===== src/rtl/serial_comparator.sv =====
// Multi-cycle MSB-first magnitude comparator: W bits of each N-bit operand per cycle.
// Optional min/max outputs are enabled by defining SERIAL_COMPARATOR_MINMAX_EN.
module serial_comparator #(
  parameter int unsigned N = 8,
  parameter int unsigned W = 1
) (
  input  logic         i_clock,
  input  logic         i_reset,
  input  logic         i_valid,
  output logic         o_ready,
  input  logic [N-1:0] i_left,
  input  logic [N-1:0] i_right,
  input  logic         i_signed,
  output logic         o_valid,
  output logic         o_greater,
  output logic         o_equal,
  output logic         o_less,
  output logic         o_greater_equal,
  output logic         o_not_equal,
  output logic         o_less_equal
`ifdef SERIAL_COMPARATOR_MINMAX_EN
  ,
  output logic [N-1:0] o_max,
  output logic [N-1:0] o_min
`endif
);

  localparam int unsigned STEPS = N / W;
  localparam int unsigned CW    = (STEPS > 1) ? $clog2(STEPS) : 1;

  typedef enum logic {S_IDLE, S_RUN} state_t;

  state_t          state_q, state_d;
  logic [N-1:0]    left_q, left_d, right_q, right_d;
  logic [CW-1:0]   cnt_q, cnt_d;
  logic            run_gt_q, run_gt_d, run_eq_q, run_eq_d, run_lt_q, run_lt_d;
  logic            ready_d, valid_d;
  logic            gt_d, eq_d, lt_d, ge_d, ne_d, le_d;
  logic            step_gt, step_eq, step_lt;
  logic [W-1:0]    chunk_l, chunk_r;

`ifdef SERIAL_COMPARATOR_MINMAX_EN
  logic [N-1:0]    orig_l_q, orig_l_d, orig_r_q, orig_r_d, max_d, min_d;
`endif

  // Operands shift left each step so the chunk under compare is always at the top.
  assign chunk_l = left_q[N-1 -: W];
  assign chunk_r = right_q[N-1 -: W];

  assign step_gt = run_gt_q | (run_eq_q & (chunk_l > chunk_r));
  assign step_lt = run_lt_q | (run_eq_q & (chunk_l < chunk_r));
  assign step_eq = run_eq_q & (chunk_l == chunk_r);

  // Next-state and datapath next values.
  always_comb begin
    state_d  = state_q;
    left_d   = left_q;
    right_d  = right_q;
    cnt_d    = cnt_q;
    run_gt_d = run_gt_q;
    run_eq_d = run_eq_q;
    run_lt_d = run_lt_q;
    valid_d  = o_valid;
    gt_d     = o_greater;
    eq_d     = o_equal;
    lt_d     = o_less;
    ge_d     = o_greater_equal;
    ne_d     = o_not_equal;
    le_d     = o_less_equal;
`ifdef SERIAL_COMPARATOR_MINMAX_EN
    orig_l_d = orig_l_q;
    orig_r_d = orig_r_q;
    max_d    = o_max;
    min_d    = o_min;
`endif

    case (state_q)
      S_IDLE: begin
        if (i_valid) begin
          // Flipping the sign bit maps two's-complement order onto unsigned order.
          left_d   = i_left  ^ {i_signed, {(N-1){1'b0}}};
          right_d  = i_right ^ {i_signed, {(N-1){1'b0}}};
          cnt_d    = '0;
          run_gt_d = 1'b0;
          run_eq_d = 1'b1;
          run_lt_d = 1'b0;
          valid_d  = 1'b0;
          gt_d     = 1'b0;
          eq_d     = 1'b0;
          lt_d     = 1'b0;
          ge_d     = 1'b0;
          ne_d     = 1'b0;
          le_d     = 1'b0;
`ifdef SERIAL_COMPARATOR_MINMAX_EN
          orig_l_d = i_left;
          orig_r_d = i_right;
`endif
          state_d  = S_RUN;
        end
      end
      S_RUN: begin
        left_d   = left_q << W;
        right_d  = right_q << W;
        run_gt_d = step_gt;
        run_eq_d = step_eq;
        run_lt_d = step_lt;
        if (cnt_q == CW'(STEPS - 1)) begin
          valid_d = 1'b1;
          gt_d    = step_gt;
          eq_d    = step_eq;
          lt_d    = step_lt;
          ge_d    = step_gt | step_eq;
          ne_d    = step_gt | step_lt;
          le_d    = step_lt | step_eq;
`ifdef SERIAL_COMPARATOR_MINMAX_EN
          max_d   = step_lt ? orig_r_q : orig_l_q;
          min_d   = step_gt ? orig_r_q : orig_l_q;
`endif
          state_d = S_IDLE;
        end else begin
          cnt_d = cnt_q + CW'(1);
        end
      end
      default: state_d = S_IDLE;
    endcase

    ready_d = (state_d == S_IDLE);
  end

  // State and output registers; reset takes priority over an accept.
  always_ff @(posedge i_clock) begin
    if (i_reset) begin
      state_q         <= S_IDLE;
      left_q          <= '0;
      right_q         <= '0;
      cnt_q           <= '0;
      run_gt_q        <= 1'b0;
      run_eq_q        <= 1'b0;
      run_lt_q        <= 1'b0;
      o_ready         <= 1'b1;
      o_valid         <= 1'b0;
      o_greater       <= 1'b0;
      o_equal         <= 1'b0;
      o_less          <= 1'b0;
      o_greater_equal <= 1'b0;
      o_not_equal     <= 1'b0;
      o_less_equal    <= 1'b0;
`ifdef SERIAL_COMPARATOR_MINMAX_EN
      orig_l_q        <= '0;
      orig_r_q        <= '0;
      o_max           <= '0;
      o_min           <= '0;
`endif
    end else begin
      state_q         <= state_d;
      left_q          <= left_d;
      right_q         <= right_d;
      cnt_q           <= cnt_d;
      run_gt_q        <= run_gt_d;
      run_eq_q        <= run_eq_d;
      run_lt_q        <= run_lt_d;
      o_ready         <= ready_d;
      o_valid         <= valid_d;
      o_greater       <= gt_d;
      o_equal         <= eq_d;
      o_less          <= lt_d;
      o_greater_equal <= ge_d;
      o_not_equal     <= ne_d;
      o_less_equal    <= le_d;
`ifdef SERIAL_COMPARATOR_MINMAX_EN
      orig_l_q        <= orig_l_d;
      orig_r_q        <= orig_r_d;
      o_max           <= max_d;
      o_min           <= min_d;
`endif
    end
  end

endmodule


===== config.mk =====
export PLATFORM = sky130hd
export DESIGN_NAME = serial_comparator
export DESIGN_NICKNAME = d
export VERILOG_FILES = /design/src/rtl/serial_comparator.sv
export SDC_FILE = /design/constraint.sdc
export NUM_CORES = 1
export LEC_CHECK = 0
export CAP_MARGIN = 20
export CORE_ASPECT_RATIO = 0.8
export CORE_UTILIZATION = 35
export CTS_CLUSTER_SIZE = 12
export DETAILED_ROUTE_END_ITERATION = 10
export PLACE_DENSITY_LB_ADDON = 0.05
export SLEW_MARGIN = 20
export SYNTH_ARGS = -nofsm -noshare
export SYNTH_HDL_FRONTEND = slang
export SYNTH_SLANG_ARGS = --single-unit

===== constraint.sdc =====
create_clock -name i_clock -period 2.6 [get_ports i_clock]
set_input_delay 0.26 -clock i_clock [delete_from_list [all_inputs] [get_ports i_clock]]
set_output_delay 0.26 -clock i_clock [all_outputs]
set_load 0.02 [all_outputs]

# Word level (Yosys, flattened, before mapping)
# Cells that the tools add are included.
[word_totals]
elab_cells = 66
inputBits = 20
reg_bits = 31
[classes]
magnitude_cmp = 2
muxes = 29
n_reduce_logical = 2
bitwise = 12
eq_ne = 5
add_sub_neg = 1
[ops]
columns = ["op", "n"]
rows = [
  ["$pmux W8 S2", 2],
  ["$pmux W1 S2", 11],
  ["$mux W8", 2],
  ["$xor A8 B8 Y8", 2],
  ["$mux W1", 11],
  ["$mux W3", 2],
  ["$pmux W3 S2", 1],
  ["$or A1 B1 Y1", 5],
  ["$ne A2 B2 Y1 const B", 2],
  ["$reduce_and A2 Y1", 2],
  ["$add A3 B1 Y3 const B", 1],
  ["$and A1 B1 Y1", 3],
  ["$eq A3 B3 Y1 const B", 1],
  ["$ne A2 B1 Y1 const B", 1],
  ["$not A1 Y1", 2],
  ["$eq A1 B1 Y1", 1],
  ["$gt A1 B1 Y1", 1],
  ["$lt A1 B1 Y1", 1],
]

# Depth between registers and ports, before layout
# Gate-level depths: netlist of run 1.
[logic_depth]
ltp_word = 6
depth_mapped = 6

# Worst setup path before layout of run 1
# No wires, ideal clock.
[synth_timing]
kind = "reg-to-reg"
startpoint = "reg cnt_q[0]"
endpoint = "reg cnt_q[0]"
setup_time_ns = 0.134
path_stages_with_launch = 7
path_slack_ns = 1.277
arrival_ns = 1.189
path_cell_list = "dfxtp_1 > ha_1 > ha_1 > and2_1 > buf_4 > o21ai_0 > a21oi_1"
[synth_between]
elab_chain_len = 3
[synth_rtl]
columns = ["element", "line_no", "text"]
rows = [
  ["start, declared", "35", "logic [CW-1:0] cnt_q, cnt_d;"],
  ["start signal, assigned", "158", "cnt_q <= cnt_d;"],
  ["$add A3 B1 Y3 / $eq A3 B3 Y1 (equally long branches)", "121, 107", ""],
  ["$mux W3 / $ne A2 B2 Y1 (equally long branches)", "n/a", ""],
  ["$pmux W3 S2 / $reduce_and A2 Y1 (equally long branches)", "n/a", ""],
]
# Several ways; a longest one is shown, not always the timed one. The select of a mux whose other input is x is not followed.
# A chain may end at the register's enable or synchronous reset.

# Worst setup path in the final report of run 1
[layout_timing]
startpoint = "reg state_q"
endpoint = "reg o_not_equal"
[layout_between]
elab_chain_len = 3
[layout_rtl]
columns = ["element", "line_no", "text"]
rows = [
  ["start, declared", "33", "state_t state_q, state_d;"],
  ["start signal, assigned", "155", "state_q <= state_d;"],
  ["$not A1 Y1", "n/a", ""],
  ["$ne A2 B2 Y1 (no source line)", "n/a", ""],
  ["$reduce_and A2 Y1 (no source line)", "n/a", ""],
  ["end signal, assigned", "168", "o_not_equal <= ne_d;"],
  ["end, declared", "19", "output logic o_not_equal,"],
]
# Several ways; a longest one is shown, not always the timed one.

==> results.cfg, run 1 <==
[route]
routedWlPerCell_um = 11.86
viasPerCell = 4.872
first_pass_iters = 5
ant_nets = 0
drc = 0
vias = 1067
finalWirelength_um = 2598
first_iter_violations = 55

[finish]
multiInputGateArea_um2 = 641.9
fin_nets = 202
layout_commonest_cell = nand2_1
area_growth_pct = 26.52
fin_util = 0.4786
diodes = 0
fillers = 340
drive_gt1_frac = 0.1243
most-common-layout-cells = nand2_1 (35), dfxtp_1 (31), clkdlybuf4s50_1 (27)
ff_latch_area_um2 = 620.6

[synthesis]
synthAdderAreaFrac = 0.03735
yosys_warnings = 0
synth_compound_area_frac = 0.1457
yosysSeqAreaShare = 0.4631
synth_top_family_by_area = simple AND/OR/NAND/NOR gates
yosysUniqueCellTypes = 27
synth_cells = 151
yosys.area_share.xor_xnor = 0.01307
yosys.area_share.simple = 0.1569
synthMuxAreaShare = 0.1261
syn_nets = 175
ys_seq_elements = 31
synth_area_um2 = 1340
postSynthAreaPerCell_um2 = 8.874

[die]
die_y_um = 57.35
coreArea_um2 = 3542
die_area_um2 = 4082
rows = 19
initial_utilization = 0.3783
io-pin-count = 28
dieWidth_um = 71.18

[setup_path]
arrival_ns = 1.72
path_cells = and2_1, o21ai_1, a31oi_1
endpoint_kind = flip-flop
slowest_stage = dfxtp_1
rrSetupSlack_ns = 1.08
cp-start-kind = flip-flop
slowest_delay_ns = 0.65
path_class = reg2reg
cp.required_ns = 2.80
worstPathMaxFanout = 14

[worst_hold_path]
hold_class = reg2reg

[global_route]
grt_max_degree = 31
grt_overflow = 0
grt_pass1_wl_um = 4367
grt_usage = 0.1420
grt_pass1_vias = 992
antenna_found_initial = 0

[timing]
finalSetupTns_ns = 0
skew_ns = 0.003196
hold_slack_ns = 0.4563
max_slew_margin = 0.6442
fmax_mhz = 658.0
min_period_ns = 1.520
rsz0062_at_grt = false
post-route-period-util = 0.5845
worst_pin_slew_ns = 0.5330
hold_violations = 0
maxSlewViolCount = 0
finalSetupViolations = 0

[pwr]
totalPowerFinal_uw = 962.3
leakagePower_nw = 0.6512
power_per_cell_area_nw_per_um2 = 567.6
ir_drop_uv = 296.5

[clock_network]
h-tree-depth = 2
clock_sinks = 31
cts_tree = done
cts-resized-gates = 0
cts_setup_buffers = 0
clkTransAtPathRegs_ns = 0.06
cts.path.max_buffers = 2
cts_buffers = 5
clk_latency_ns = 0.27
cts_root_buffer = clkbuf_8
holdBufCountCts = 0

[placed_design]
dpl.hpwl_um = 1738
gp_congestion = 0.6513
port_buffers = 27

[job]
cap_violations = 0

[outcome]
outcome = finished clean
==> Yosys cell counts (all sizes together) <==
master	number	area, um^2
a211o	2	17.52
a21o	1	7.510
a21oi	22	110.1
a22oi	1	7.510
a31oi	3	18.77
a32oi	1	8.760
and2	2	12.51
buf	6	47.54
clkbuf	4	15.01
dfxtp	31	620.6
ha	4	50.05
inv	4	15.01
mux2	12	135.1
mux2i	3	33.78
nand2	35	131.4
nand2b	2	12.51
nand3	1	5.000
nor2	6	22.52
nor2b	1	6.260
nor3	3	20.02
o21ai	5	25.02
xnor2	2	17.52
==> per-layer routing <==
layer  track usage  part of all wire
met5             0                 0
met4       0.06857             0.013
met3       0.05300             0.050
met2        0.2190              0.42
met1        0.1762              0.51
==> state kept, by name (all words and copies together), names as in the netlist <==
signal	flops
cnt_q	3
left_q	8
o_equal	1
o_greater	1
o_greater_equal	1
o_less	1
o_less_equal	1
o_not_equal	1
o_ready	1
o_valid	1
right_q	8
run_eq_q	1
run_gt_q	1
run_lt_q	1
state_q	1
==> cells by family after synthesis <==
kind of cell               count (synthesis)
muxes                                     15
AOI/OAI and AO/OA                         35
DFF                                       31
and+or+nand+nor                           50
buffers and inverters                     14
adders and majority gates                  4
xor gates and xnor gates                   2
==> per-stage QoR <==
step / setup slack (ns) / cells / cell area, um^2
2_1_floorplan: 1.277 / 151 / 1340
4_1_cts: 1.109 / 219 / 1695
3_3_place_gp: 0.9766 / 213 / 1623
6_report: 1.080 / 219 / 1695
5_1_grt: 0.9851 / 219 / 1695
3_5_place_dp: 0.9529 / 213 / 1623
==> area by class of cell <==
cell class	instances	area share
clock buffer	6	0.04280
timing repair buffer	30	0.1727
inverter	4	0.008856
multi-input combinational	106	0.3786
sequential	31	0.3661
tap	42	0.03100
==> power by group <==
part / leakage, nW / switching, mW / internal, mW
clock: 0.0371 / 0.153 / 0.178
combinational: 0.361 / 0.0517 / 0.0678
sequential: 0.253 / 0.0153 / 0.497
==> critical path, delay by kind of cell, from the launching register on <==
family / cells / cell delay, ns
DFF: 1 / 0.65
and+or+nand+nor: 1 / 0.39
AOI/OAI and AO/OA: 2 / 0.39
==> path summary, 6_finish.rpt <==
kind,start,endpoint,cells past startpoint
worst max-delay path,state_q$_SDFF_PP0_,o_not_equal$_SDFFE_PP0P_,3
worst min-delay path,left_q[5]$_SDFFE_PP0P_,left_q[6]$_SDFFE_PP0P_,2
worst max register to register,state_q$_SDFF_PP0_,o_not_equal$_SDFFE_PP0P_,3
worst min register to register,left_q[5]$_SDFFE_PP0P_,left_q[6]$_SDFFE_PP0P_,2
Note: power is estimated with default switching activity, not from simulation.
==> inputs of run 2 (changes only) <==
Clock period 2.6 ns to 1.2 ns, I/O delays scaled along.
==> results.cfg, run 2 (synthesis results as in run 1) <==
[outcome]
outcome = complete, but fails checks
violations = setup timing

[route]
first_pass_iters = 6
finalWirelength_um = 2806
vias = 1117
routedWlPerCell_um = 12.25
viasPerCell = 4.878
ant_nets = 0
first_iter_violations = 44
drc = 0

[setup_path]
timing.rr.start = cnt_q[1]$_SDFFE_PP0P_
slowest_delay_ns = 0.33
r2r-end = o_less_equal$_SDFFE_PP0P_
path_cells = ha_4, ha_4, mux2i_2, buf_4, nand2_2, a31oi_1
crit_family = flip-flops
path_class = reg2reg
cp.required_ns = 1.40
cp_common_cell = ha_4
cp-start-kind = flip-flop
worstPathMaxFanout = 6
rr_worst_depth = 6
rrSetupSlack_ns = -0.04
arrival_ns = 1.45
critPathBufInv = 1
endpoint_kind = flip-flop
slowest_stage = dfxtp_2

[die]
dieWidth_um = 71.18
initial_utilization = 0.3783
die_y_um = 57.35
coreArea_um2 = 3542
die_area_um2 = 4082
rows = 19
io-pin-count = 28

[finish]
fin_util = 0.5270
most-common-layout-cells = nand2_1 (32), dfxtp_1 (28), clkdlybuf4s50_1 (19)
fin_nets = 210
diodes = 0
design_area_um2 = 1867
final_cells = 229
layout_commonest_cell = nand2_1
drive_gt1_frac = 0.2620
largestRegisters = left_q x8, right_q x8, cnt_q x3
area_growth_pct = 39.31

[pwr]
totalPowerFinal_mw = 2.309
power_per_cell_area_nw_per_um2 = 1237
ir_drop_uv = 650.3
leakagePower_nw = 0.7476

[timing]
post-route-period-util = 1.036
hold_slack_ns = 0.4488
skew_ns = 0.002219
rsz0062_at_grt = true
finalSetupViolations = 5
worst_slack_ns = -0.04360
worst_pin_slew_ns = 0.3201
hold_violations = 0
min_period_ns = 1.244
fmax_mhz = 804.1
max_slew_margin = 0.7858
maxSlewViolCount = 0

[global_route]
grt_usage = 0.1523
grt_pass1_vias = 1040
grt_pass1_wl_um = 4643
antenna_found_initial = 0
grt_max_degree = 21
grt_overflow = 0

[clock_network]
clock_sinks = 31
clkTransAtPathRegs_ns = 0.06
cts_buffers = 5
cts.path.max_buffers = 2
cts_tree = done
cts_root_buffer = clkbuf_8
h-tree-depth = 2
holdBufCountCts = 0
clk_latency_ns = 0.28

[worst_hold_path]
hold_end = o_less$_SDFFE_PP0P_
worstHoldStart = o_less$_SDFFE_PP0P_
hold_depth = 2
hold_class = reg2reg

[placed_design]
place_area_um2 = 1714
dp.cells = 220
gp_congestion = 0.7043
port_buffers = 27
dpl.hpwl_um = 1952

[job]
cap_violations = 0
## run 2: how the worst max path moves through the flow
stage               cells past startpoint                            to  slack, ns                   from
finish                                  6     o_less_equal$_SDFFE_PP0P_      -0.04  cnt_q[1]$_SDFFE_PP0P_
global placement                        5       right_q[5]$_SDFFE_PP0P_      -0.18                i_valid
global route                            6  o_greater_equal$_SDFFE_PP0P_      -0.11  cnt_q[1]$_SDFFE_PP0P_
CTS                                     6     o_less_equal$_SDFFE_PP0P_      -0.05  cnt_q[0]$_SDFFE_PP0P_
detailed placement                      6     o_less_equal$_SDFFE_PP0P_      -0.20                i_valid
floorplan                               6         cnt_q[0]$_SDFFE_PP0P_      0.003  cnt_q[1]$_SDFFE_PP0P_
## run 2: through the flow
stage               TNS, ns  worst slack, ns
floorplan                 0         0.002806
global placement     -3.933          -0.1803
detailed placement   -4.147          -0.2006
CTS                 -0.1069         -0.05120
global route        -0.7239          -0.1138
finish              -0.1044         -0.04360
## run 2: area by class of cell
cell class                      instances  area (um^2)
Clock buffer                            8        100.1
Tap cell                               42        52.55
Timing Repair Buffer                   38        355.3
Sequential cell                        31        624.3
Multi-Input combinational cell        106        719.4
Inverter                                4        15.01
Fill cell                             334         1675
## run 2: tightest hold or removal path: cells and delay by family, from the launching register on
kind	cells	cell delay, ns
flip-flops	1	0.31
AND/OR/NAND/NOR	1	0.05
AO/OA/AOI/OAI	1	0.05
## run 2: what timing repair did
action	CTS	global route
buffers inserted	0	1
endpoints found under the setup margin	14	14
pin swaps	11	5
endpoints found under the hold margin	0	0
resized for setup	13	10
## run 2: power by group
part,leakage [nW],total [mW],switching (mW),internal (mW)
Combinational,0.442,0.307,0.132,0.175
Clock,0.0515,0.894,0.371,0.523
Sequential,0.254,1.11,0.0310,1.08
## run 2: layer usage
layer / global-route usage / wire length, um / up-vias
met5: 0 / 0 / -
met4: 0.07714 / 55 / 0
met3: 0.05477 / 100 / 8
met2: 0.2313 / 1237 / 18
met1: 0.1916 / 1412 / 508
li1: - / - / 583
==> inputs of run 3 (changes only) <==
Settings changed: CTS_BUF_LIST from default to sky130_fd_sc_hd__clkbuf_16, CTS_CLUSTER_DIAMETER from default to 50.
==> results.cfg, run 3 (synthesis results as in run 1) <==
[outcome]
outcome = complete, but fails checks
violations = setup timing

[finish]
final_cells = 229
fin_nets = 210
diodes = 0
drive_gt1_frac = 0.2513
layout_commonest_cell = nand2_1
area_growth_pct = 42.20
most-common-layout-cells = nand2_1 (32), dfxtp_1 (28), a21oi_1 (19), clkdlybuf4s50_1 (19), mux2_2 (12)
largestRegisters = left_q x8, right_q x8, cnt_q x3

[placed_design]
dpl.hpwl_um = 1952
dp_slack_ns = -0.2006
port_buffers = 27
gp_congestion = 0.7043
dp.cells = 220

[die]
io-pin-count = 28
rows = 19
initial_utilization = 0.3783
die_y_um = 57.35
die_area_um2 = 4082
dieWidth_um = 71.18
coreArea_um2 = 3542

[pwr]
totalPowerFinal_mw = 2.580
power_switching_uw = 582.3
comb_power_share = 0.120
leakagePower_nw = 0.7654
netSwitchingFraction = 0.2257
power_per_cell_area_nw_per_um2 = 1354
ir_drop_uv = 765.2
p_seq_frac = 0.431
p_clk_frac = 0.449
p_int_mw = 1.998

[setup_path]
path_class = reg2reg
cp.required_ns = 1.40
arrival_ns = 1.44
timing.rr.start = cnt_q[1]$_SDFFE_PP0P_
rrSetupSlack_ns = -0.04
endpoint_kind = flip-flop
worstPathMaxFanout = 8
crit_start = cnt_q[1]$_SDFFE_PP0P_
cp-start-kind = flip-flop

[timing]
worst_pin_slew_ns = 0.3291
finalSetupTns_ns = -0.08065
hold_violations = 0
max_slew_margin = 0.7798
fmax_mhz = 806.5
maxSlewViolCount = 0
worst_slack_ns = -0.03993
finalSetupViolations = 5
min_period_ns = 1.240
skew_ns = 0.004088
rsz0062_at_grt = true
post-route-period-util = 1.033

[route]
vias = 1117
finalWirelength_um = 2887
first_pass_iters = 6
viasPerCell = 4.878
ant_nets = 0
drc = 0
routedWlPerCell_um = 12.61
first_iter_violations = 48

[clock_network]
cts_root_buffer = clkbuf_16
cts_buffers = 5
cts_tree = done
clkTransAtPathRegs_ns = 0.05
cts.path.max_buffers = 2
holdBufCountCts = 0
h-tree-depth = 2
clock_sinks = 31
clk_latency_ns = 0.27

[global_route]
grt_max_degree = 21
grt_pass1_wl_um = 4705
grt_overflow = 0
grt_pass1_vias = 1036
antenna_found_initial = 0
use_met2 = 0.2449
top_usage_layer = met2
use_met1 = 0.1905
grt_usage = 0.1534
use_met3 = 0.06537

[job]
cap_violations = 0

[worst_hold_path]
hold_class = reg2reg
worstHoldStart = o_less$_SDFFE_PP0P_
## run 3: final cells by class
type / count / area [um^2]
Fill cell: 325 / 1637
Tap cell: 42 / 52.55
Clock inverter: 3 / 11.26
Multi-Input combinational cell: 106 / 721.9
Timing Repair Buffer: 38 / 355.3
Clock buffer: 5 / 125.1
Sequential cell: 31 / 624.3
Inverter: 4 / 15.01
## run 3: repair_timing
item	4_1_cts	5_1_grt
endpoints found under the setup margin	14	13
resized for setup	13	10
pin swaps	10	5
buffers inserted	0	1
## run 3: stage by stage
stage               area [um^2]  hold slack (ns)    util
floorplan                  1370           0.3153       -
global placement           1714           0.4379  0.4839
detailed placement         1714           0.4494  0.4839
CTS                        1863           0.4501  0.5260
global route               1906           0.4781  0.5380
finish                     1906           0.4464  0.5380
## run 3: routing by layer
layer  wire length, um  part of all wire
met2              1256              0.44
met4                36             0.012
met3               127             0.044
met1              1467              0.51
met5                 0                 0
## run 3: path summary, 6_finish.rpt
check	to	depth (start not counted)
max	o_less_equal$_SDFFE_PP0P_	5
min	o_less$_SDFFE_PP0P_	2
max reg2reg	o_less_equal$_SDFFE_PP0P_	5
min reg2reg	o_less$_SDFFE_PP0P_	2
## run 3: critical path, cell delays in order, from the launching register on
cell and delay [ns]:
dfxtp_2 0.34, ha_4 0.14, ha_4 0.14, and2_4 0.22
nand3_4 0.12, a31oi_2 0.21
## run 3: power by group through the flow
stage / Combinational [mW] / Clock [mW] / Sequential (mW)
floorplan: 0.179 / 0 / 1.12
global placement: 0.294 / 0 / 1.12
detailed placement: 0.298 / 0 / 1.13
CTS: 0.302 / 1.20 / 1.11
global route: 0.337 / 1.24 / 1.12
finish: 0.309 / 1.16 / 1.11
==> variant, RTL diff (config.mk and constraints of run 2) <==
Change the parameter `N` from 8 to 4.
--- a/src/rtl/serial_comparator.sv
+++ b/src/rtl/serial_comparator.sv
@@ -1,7 +1,7 @@
 // Multi-cycle MSB-first magnitude comparator: W bits of each N-bit operand per cycle.
 // Optional min/max outputs are enabled by defining SERIAL_COMPARATOR_MINMAX_EN.
 module serial_comparator #(
-  parameter int unsigned N = 8,
+  parameter int unsigned N = 4,
   parameter int unsigned W = 1
 ) (
   input  logic         i_clock,
Ports: changed (resized i_left and i_right); port bits go from 28 to 20. The function was not compared with the original's and may differ.
==> variant against run 2 <==
- wire length shrank 28%
- combinational power decreased by 24%
- total power fell by 38%
- sequential cell count is 9 lower
- sequential power decreased by 29%
- final area decreased by 28%
- count of clock-buffer cells in the layout fell by 4
- synthesized area fell by 25%
- worst hold slack worse by 0.020 ns
- first-iteration DRC count shrank 41%
- worst setup slack gained 0.088 ns
- critical endpoint is now o_ready
==> variant: results (changes against run 2) <==
----------------------------------------------------
[Clock tree]
  # resized after CTS ... 11 (-2)
  Clk_lat worst skew ... 0.30 ns (+0.02 ns)
  TritonCTS Buffers ... 3 (-2)

[Setup path]
  R2r worst-path depth ... 3 (-3)
  Worst r2r dst ... o_ready
  Capturing element of the worst setup path ... o_ready
  Register-to-register setup slack ... 0.04 ns (+0.09 ns)
  Gate family responsible for the most delay along the worst path ... simple AND/OR/NAND/NOR gates
  Data arrival, critical path ... 1.35 ns (-0.10 ns)

[Routing]
  Uppermost layer routed ... met3
  Metal2 WL ... 830 um (-33%)
  Initial DRT Pass Iterations ... 4 (-2)
  Violation count after the first detailed-route iteration ... 26 (-41%)
  Amount of wire on met3 after detailed routing ... 80 um (-20%)
  Mean routed wirelength per cell ... 11.9 um (-2.8%)

[Global route]
  Met1 capacity usage during global routing ... 0.210 (+0.0186)
  Largest net degree at the start of global routing ... 14 (-33%)
  Vias in the first global route ... 744 (-28%)
  Total global routing track utilization ... 0.146 (-0.00646)
  Met2 routing resource usage after global routing ... 0.213 (-0.0180)
  Met3 usage in global routing ... 0.0551 (+0.000348)

[Timing]
  Layout Skew ... 0.00116 ns (-0.00106 ns)
  Slew headroom ... 0.790 (+0.00453)

[Hold path]
  Origin of the worst min-delay path ... i_right[0]
  Number of cells on the worst hold path ... 3 (+1)
  Path class of the lowest-slack min-delay path ... input port to register

[Yosys]
  Ranking of synthesized cells by instance count ... sky130_fd_sc_hd__dfxtp_1, sky130_fd_sc_hd__nor2_1, sky130_fd_sc_hd__a21oi_1
  Leading post-synthesis cells by cell area ... sky130_fd_sc_hd__dfxtp_1, sky130_fd_sc_hd__mux2i_1, sky130_fd_sc_hd__nor2_1
  Yosys reg bits ... 22 (-29%)
  Mapped Nets ... 120 (-31%)

[Final layout]
  Area of combinational cells with multiple inputs ... 534 sq um (-26%)
  Number of nets at the end of the flow ... 149 (-29%)
  #MultiIn Comb ... 74 (-30%)
  Layout cells sized above 1 ... 0.256 (-0.00639)
  Sequential portion of the cell area ... 0.331 (-0.00359)

[Power]
  Max IR drop VDD ... 0.738 mV (+13%)
  Sw Ratio ... 0.241 (+0.00897)
  Share of total power in combinational logic ... 0.164 (+0.031)

[Placed design]
  Half-perimeter wire length after placement ... 1480 um (-24%)
  Worst setup timing slack at the placement stage ... -0.202 ns (-0.00153 ns)

[Floorplanning]
  Well-tap cell count ... 36 (-14%)

[Outcome]
  Status ... completed

----------------------------------------------------
[variant: cell types whose count changed in the layout (fill, tap and decap cells not counted), moves of 4 or more]
cell,before,now
sky130_fd_sc_hd__a21oi_1,18,9
sky130_fd_sc_hd__clkbuf_8,7,1
sky130_fd_sc_hd__clkdlybuf4s50_1,19,11
sky130_fd_sc_hd__dfxtp_1,28,17
sky130_fd_sc_hd__mux2_2,12,4
sky130_fd_sc_hd__mux2i_1,2,6
sky130_fd_sc_hd__nand2_1,32,4
sky130_fd_sc_hd__nor2_1,6,17
[variant: logic make-up (layout without fill, tap and decap cells)]
logic type / count (synthesis) / in the layout / share of synthesized area
AND/OR/NAND/NOR: 33 / 33 / 0.158
AO/OA/AOI/OAI: 23 / 23 / 0.151
flip-flops: 22 / 22 / 0.438
multiplexers: 12 / 12 / 0.126
buffers and inverters: 9 / 37 / 0.0635
adder cells (fa/ha/maj): 3 / 3 / 0.0374
XOR/XNOR: 3 / 3 / 0.0262
